===== src/rtl/seq_cla_adder_pkg.sv =====
// Shared definitions for the nibble-serial CLA adder.
// Holds the FSM encoding, the slice width and the index-width helper.
// No logic, no latency, no flow control.
package seq_cla_adder_pkg;

  typedef enum logic {
    IDLE = 1'b0,
    RUN  = 1'b1
  } state_t;

  localparam int SLICE_W = 4;

  // Width of the nibble index; never below one bit so the counter always exists.
  function automatic int idx_width(input int nslice);
    if (nslice <= 1) return 1;
    return $clog2(nslice);
  endfunction

endpackage


===== src/rtl/seq_cla_adder_if.sv =====
// Start/busy/done bundle between the operand path and the adder.
// Master drives start, a, b, c_in; slave returns busy, done, sum, c_out, overflow.
// No flow control beyond start/busy/done; start is only honoured while idle.
interface seq_cla_adder_if #(
  parameter int WIDTH = 16
);
  logic             start;
  logic [WIDTH-1:0] a;
  logic [WIDTH-1:0] b;
  logic             c_in;
  logic             busy;
  logic             done;
  logic [WIDTH-1:0] sum;
  logic             c_out;
  logic             overflow;

  modport master (
    output start, a, b, c_in,
    input  busy, done, sum, c_out, overflow
  );

  modport slave (
    input  start, a, b, c_in,
    output busy, done, sum, c_out, overflow
  );
endinterface


===== src/rtl/seq_cla_adder_cla.sv =====
// 4-bit carry-lookahead adder cell (nibble datapath of the serial adder).
// Purely combinational, zero latency.
// No flow control.
// Ports: A, B (nibble operands), C_in (carry in), Sum (nibble sum), C_out (carry out).
module CLA_4_bit (
  input  logic [3:0] A,
  input  logic [3:0] B,
  input  logic       C_in,
  output logic [3:0] Sum,
  output logic       C_out
);

  logic [3:0] p;
  logic [3:0] g;
  logic [4:0] c;

  assign p = A ^ B;
  assign g = A & B;

  // Every carry is a flat sum of products of g, p and C_in; no ripple.
  assign c[0] = C_in;
  assign c[1] = g[0] | (p[0] & C_in);
  assign c[2] = g[1] | (p[1] & g[0]) | (p[1] & p[0] & C_in);
  assign c[3] = g[2] | (p[2] & g[1]) | (p[2] & p[1] & g[0])
              | (p[2] & p[1] & p[0] & C_in);
  assign c[4] = g[3] | (p[3] & g[2]) | (p[3] & p[2] & g[1])
              | (p[3] & p[2] & p[1] & g[0])
              | (p[3] & p[2] & p[1] & p[0] & C_in);

  assign Sum   = p ^ c[3:0];
  assign C_out = c[4];

endmodule


===== src/rtl/seq_cla_adder.sv =====
// Nibble-serial WIDTH-bit adder sharing one 4-bit CLA slice, LSB nibble first.
// Latency: done pulses WIDTH/4 cycles after the accepting edge; one op per WIDTH/4+1 cycles.
// Backpressure: start honoured only in IDLE; ignored (not queued) while busy.
// Ports: clk, rst_n (async active-low); bus = slave side of seq_cla_adder_if
//        (start/a/b/c_in in, busy/done/sum/c_out/overflow out).
module seq_cla_adder
  import seq_cla_adder_pkg::*;
#(
  parameter int WIDTH = 16
) (
  input  logic            clk,
  input  logic            rst_n,
  seq_cla_adder_if.slave  bus
);

  localparam int NSLICE = WIDTH / SLICE_W;
  localparam int IW     = idx_width(NSLICE);
  localparam logic [IW-1:0] LAST_IDX = IW'(NSLICE - 1);

  state_t state_q, state_d;

  logic [WIDTH-1:0] op_a_q;
  logic [WIDTH-1:0] op_b_q;
  logic             carry_q;
  logic [IW-1:0]    idx_q;
  logic [WIDTH-1:0] sum_q;
  logic             c_out_q;
  logic             ovf_q;
  logic             done_q;
  logic             busy_c;

  logic [SLICE_W-1:0] nib_a;
  logic [SLICE_W-1:0] nib_b;
  logic [SLICE_W-1:0] nib_sum;
  logic               nib_cout;
  logic               last_slice;

  // Nibble base is idx*4, formed by appending two zero bits to the index.
  assign nib_a      = op_a_q[{idx_q, 2'b00} +: SLICE_W];
  assign nib_b      = op_b_q[{idx_q, 2'b00} +: SLICE_W];
  assign last_slice = (idx_q == LAST_IDX);

  // The only carry path between nibbles is carry_q, so each cycle sees one slice delay.
  CLA_4_bit u_slice (
    .A     (nib_a),
    .B     (nib_b),
    .C_in  (carry_q),
    .Sum   (nib_sum),
    .C_out (nib_cout)
  );

  // State register
  always_ff @(posedge clk or negedge rst_n) begin
    if (!rst_n) state_q <= IDLE;
    else        state_q <= state_d;
  end

  // Next-state logic
  always_comb begin
    state_d = state_q;
    case (state_q)
      IDLE:    if (bus.start) state_d = RUN;
      RUN:     if (last_slice) state_d = IDLE;
      default: state_d = IDLE;
    endcase
  end

  // Output logic
  always_comb begin
    busy_c = (state_q == RUN);
  end

  // Operand, carry, index and result registers
  always_ff @(posedge clk or negedge rst_n) begin
    if (!rst_n) begin
      op_a_q  <= '0;
      op_b_q  <= '0;
      carry_q <= 1'b0;
      idx_q   <= '0;
      sum_q   <= '0;
      c_out_q <= 1'b0;
      ovf_q   <= 1'b0;
      done_q  <= 1'b0;
    end else begin
      done_q <= 1'b0;
      case (state_q)
        IDLE: begin
          if (bus.start) begin
            op_a_q  <= bus.a;
            op_b_q  <= bus.b;
            carry_q <= bus.c_in;
            idx_q   <= '0;
            sum_q   <= '0;
            c_out_q <= 1'b0;
            ovf_q   <= 1'b0;
          end
        end
        RUN: begin
          sum_q[{idx_q, 2'b00} +: SLICE_W] <= nib_sum;
          carry_q <= nib_cout;
          if (last_slice) begin
            // The top nibble's bit 3 is the final sum MSB.
            c_out_q <= nib_cout;
            ovf_q   <= (op_a_q[WIDTH-1] == op_b_q[WIDTH-1]) &&
                       (nib_sum[SLICE_W-1] != op_a_q[WIDTH-1]);
            done_q  <= 1'b1;
            idx_q   <= '0;
          end else begin
            idx_q <= idx_q + IW'(1);
          end
        end
        default: ;
      endcase
    end
  end

  assign bus.busy     = busy_c;
  assign bus.done     = done_q;
  assign bus.sum      = sum_q;
  assign bus.c_out    = c_out_q;
  assign bus.overflow = ovf_q;

endmodule


===== src/flat_wrapper.sv =====
// flat-port wrapper written by rule: the top's interface ports become plain ports
module seq_cla_adder_flat import seq_cla_adder_pkg::*;
#(
  parameter int WIDTH = 16
)
  (clk, rst_n, bus_start, bus_a, bus_b, bus_c_in, bus_busy, bus_done, bus_sum, bus_c_out, bus_overflow);
  seq_cla_adder_if #(.WIDTH(WIDTH)) bus_i ();
  input  logic clk;
  input  logic rst_n;
  input wire logic [$bits(bus_i.start)-1:0] bus_start;
  input wire logic [$bits(bus_i.a)-1:0] bus_a;
  input wire logic [$bits(bus_i.b)-1:0] bus_b;
  input wire logic [$bits(bus_i.c_in)-1:0] bus_c_in;
  output wire logic [$bits(bus_i.busy)-1:0] bus_busy;
  output wire logic [$bits(bus_i.done)-1:0] bus_done;
  output wire logic [$bits(bus_i.sum)-1:0] bus_sum;
  output wire logic [$bits(bus_i.c_out)-1:0] bus_c_out;
  output wire logic [$bits(bus_i.overflow)-1:0] bus_overflow;
  assign bus_i.start = bus_start;
  assign bus_i.a = bus_a;
  assign bus_i.b = bus_b;
  assign bus_i.c_in = bus_c_in;
  assign bus_busy = bus_i.busy;
  assign bus_done = bus_i.done;
  assign bus_sum = bus_i.sum;
  assign bus_c_out = bus_i.c_out;
  assign bus_overflow = bus_i.overflow;
  seq_cla_adder #(.WIDTH(WIDTH)) u_core (.clk(clk), .rst_n(rst_n), .bus(bus_i));
endmodule

===== config.mk =====
export PLATFORM = sky130hd
export DESIGN_NAME = seq_cla_adder_flat
export DESIGN_NICKNAME = d
export VERILOG_FILES = /design/src/rtl/seq_cla_adder_pkg.sv /design/src/rtl/seq_cla_adder_if.sv /design/src/rtl/seq_cla_adder_cla.sv /design/src/rtl/seq_cla_adder.sv /design/src/flat_wrapper.sv
export SDC_FILE = /design/constraint.sdc
export NUM_CORES = 1
export LEC_CHECK = 0
export BUFFER_PORTS_ARGS = -buffer_cell sky130_fd_sc_hd__buf_4
export CAP_MARGIN = 10
export CORE_AREA = 8 8 91 93
export CTS_CLUSTER_SIZE = 20
export DETAILED_ROUTE_END_ITERATION = 10
export DIE_AREA = 0 0 99 101
export PLACE_DENSITY = 0.71
export SYNTH_ARGS = -nofsm -noshare
export SYNTH_HDL_FRONTEND = slang
export SYNTH_HIERARCHICAL = 1
export SYNTH_SLANG_ARGS = --single-unit

===== constraint.sdc =====
create_clock -name clk -period 6 [get_ports clk]
set_input_delay 0.6 -clock clk [delete_from_list [all_inputs] [get_ports clk]]
set_output_delay 0.6 -clock clk [all_outputs]
set_load 0.005 [all_outputs]

==> impl_metrics.py <==
metrics = {
    "timing": {
        "tightest_slew_ns": 0.6924,
        "setup_violations": 0,
        "maxSlewHeadroom": 0.5384,
        "min_period_ns": 3.081,
        "hold_viol_final": 0,
        "skew_ns": 0.005307,
        "max_freq_mhz": 324.6,
        "rsz0062_at_grt": "no",
        "slew_violations": 0,
        "period_share": 0.5135,
        "fin_setup_tns_ns": 0,
    },
    "pwr": {
        "leakage_uw": 0.001567,
        "peakVddDrop_v": 0.0002439,
        "power_density_nw_per_um2": 607.0,
    },
    "clocking": {
        "post_cts_resized": 0,
        "clk_path_buf_depth": 2,
        "ctsRootBufferMaster": "clkbuf_8",
        "cts_tree": "yes",
        "clk_latency_ns": 0.30,
        "clkSinkCount": 55,
        "clkTransAtPathRegs_ns": 0.09,
        "cts_max_level": 2,
        "post_cts_buffers": 0,
        "cts_hold_buf": 0,
        "cts_inserted_buffers": 5,
    },
    "critical_path": {
        "crit_type": "reg -> reg",
        "worstPathMaxFanout": 16,
        "crit_family": "flip-flops",
        "path_buf_inv": 0,
        "arrival_ns": 3.28,
        "path_cells": "mux4_2, ha_1, a21o_1, a31o_1, xor2_1, nand3b_1, o21ai_0, a22o_1",
        "crit_slowest_cell": "dfrtp_1",
        "worstSetupEndpointType": "flop",
        "startpoint_type": "flop",
        "slowest_delay_ns": 0.80,
        "worstPathRequired_ns": 6.19,
    },
    "die": {
        "die_area_um2": 9999,
        "io_pins": 56,
        "die_w_um": 99,
        "core-area_um2": 6943,
        "row_count": 31,
        "die_h_um": 101,
        "initial_core_util": 0.3835,
    },
    "yosys": {
        "seq_area_frac_synth": 0.5169,
        "synth.cell_area_um2": 2663,
        "synth_cells": 172,
        "yosys_warnings": 6,
        "synth_seq_cells": 55,
        "synthesis.nets": 219,
        "synth_cell_type_count": 28,
        "synth_area_per_cell_um2": 15.48,
    },
    "drt": {
        "wl_met1_um": 2390,
        "route.met2.wl_um": 2507,
        "totalWireLength_um": 5358,
        "drt_iter0_markers": 58,
        "drc": 0,
        "top_layer": "met4",
        "vias": 1615,
        "wl_met3_um": 404,
        "drt-pass1-iter-count": 4,
        "vias_per_cell": 5.210,
        "wl_per_cell_um": 17.28,
        "antenna_left": 0,
    },
    "place": {
        "numPortBuffers": 55,
        "dp.cells": 303,
        "gp_congestion": 0.7530,
        "hpwl_um": 4043,
    },
    "grt": {
        "grt_max_degree": 56,
        "grt_pass1_vias": 1696,
        "antenna_found_initial": 0,
        "grt_pass1_wl_um": 8680,
        "overflow": 0,
        "grt_use_total": 0.1108,
    },
    "run": {
        "cap_violations": 0,
    },
    "finish": {
        "multiInputGateArea_um2": 1172,
        "drive_gt1_frac": 0.4518,
        "ff_latch_area_um2": 1376,
        "n_antenna_cell": 0,
        "stdcell_count": 310,
        "syn2layout_area_growth_pct": 20.21,
        "fillers": 627,
        "final_nets": 275,
    },
    "status": {
        "outcome": "complete, no violations",
    },
    "min_path": {
        "hold_path_class": "in -> async",
    },
}
-- layer usage --
metal  track usage  up-vias
li1              -      747
met1        0.1362      815
met2        0.1741       48
met3       0.04696        5
met4       0.02952        0
met5             0        -
-- registers in the layout, indices dropped and copies added (netlist names) --
signal and cells:
u_core/carry_q 1, u_core/bus.busy 1, u_core/bus.c_out 1, u_core/op_a_q 16
u_core/op_b_q 16, u_core/bus.done 1, u_core/bus.sum 16, u_core/bus.overflow 1
u_core/idx_q 2
-- Yosys cell counts (all sizes together) --
cell,instances,area (um2)
nor2b,2,15.02
nor2,2,7.510
a22o,18,157.7
and4,2,17.52
fa,1,20.02
a21o,3,22.52
and4b,1,10.01
nand2,6,22.52
xnor2,2,17.52
a31o,1,8.760
xor2,1,8.760
nor3,1,5.000
mux4,8,180.2
a21oi,6,30.03
inv,7,26.28
o31ai,1,7.510
dfrtp,55,1376
nand3b,1,7.510
buf,7,92.59
nand2b,1,6.260
mux2,32,473.0
ha,10,125.1
mux2i,1,10.01
o21ai,3,15.01
-- placed cells by master (no fill, tap or decap), drive strengths merged --
cell / synthesis / layout
xor2: 1 / 1
and4: 2 / 2
nor2b: 2 / 2
and4b: 1 / 1
ha: 10 / 10
mux2: 32 / 32
a21oi: 6 / 6
a31o: 1 / 1
nor3: 1 / 1
a22o: 18 / 18
o31ai: 1 / 1
mux4: 8 / 8
nand3b: 1 / 1
clkbuf: 0 / 6
fa: 1 / 1
xnor2: 2 / 2
buf: 7 / 56
dfrtp: 55 / 55
inv: 7 / 7
mux2i: 1 / 1
a21o: 3 / 3
nor2: 2 / 2
o21ai: 3 / 3
nand2b: 1 / 1
nand2: 6 / 6
bufinv: 0 / 1
-- final timing paths --
check | startpoint | end | slack [ns] | cells after the start
worst min register to register | u_core/bus.sum[3]$_DFFE_PN0P_ | u_core/bus.sum[3]$_DFFE_PN0P_ | 0.51 | 1
max in group asynchronous | rst_n | u_core/bus.sum[14]$_DFFE_PN0P_ | 5.23 | 1
worst max register to register | u_core/idx_q[0]$_DFFE_PN0P_ | u_core/bus.overflow$_DFFE_PN0P_ | 2.92 | 8
worst max-delay path | u_core/idx_q[0]$_DFFE_PN0P_ | u_core/bus.overflow$_DFFE_PN0P_ | 2.92 | 8
min in group clk | u_core/bus.sum[3]$_DFFE_PN0P_ | u_core/bus.sum[3]$_DFFE_PN0P_ | 0.51 | 1
worst min-delay path | rst_n | u_core/bus.sum[4]$_DFFE_PN0P_ | 0.32 | 1
-- metrics by stage --
stage	util	total power, uW	setup WS, ns	area [um2]	hold WS [ns]
final	0.4610	1943	2.919	3201	0.3235
after global routing	0.4610	2102	2.643	3201	0.3801
after CTS	0.4610	1963	2.876	3201	0.3509
after detailed placement	0.4462	1727	2.881	3098	0.4926
after global placement	0.4462	1686	2.941	3098	0.4926
after floorplan	-	1444	3.353	2663	0.3044
-- layout make-up --
type,instances,share of cell area
clock buffer,6,0.02267
tap,82,0.03206
multi-input combinational,103,0.3663
sequential,55,0.4300
inverter,7,0.008210
timing repair buffer,56,0.1314
clock inverter,1,0.009382
-- cells by family after synthesis --
kind of cell / synth area share
flops: 0.5169
mux: 0.2491
compound gates: 0.09069
simple gates: 0.03431
buf+inv: 0.04465
fa+ha+maj: 0.05451
xor+xnor: 0.009870
-- where the power goes --
part | switching [uW] | leakage (uW) | internal (uW)
clock network | 108 | 0.0000513 | 122
logic | 469 | 0.000831 | 549
registers | 154 | 0.000685 | 541
total | 731 | 0.00157 | 1210
No activity file was read; power rests on OpenSTA's default activity.
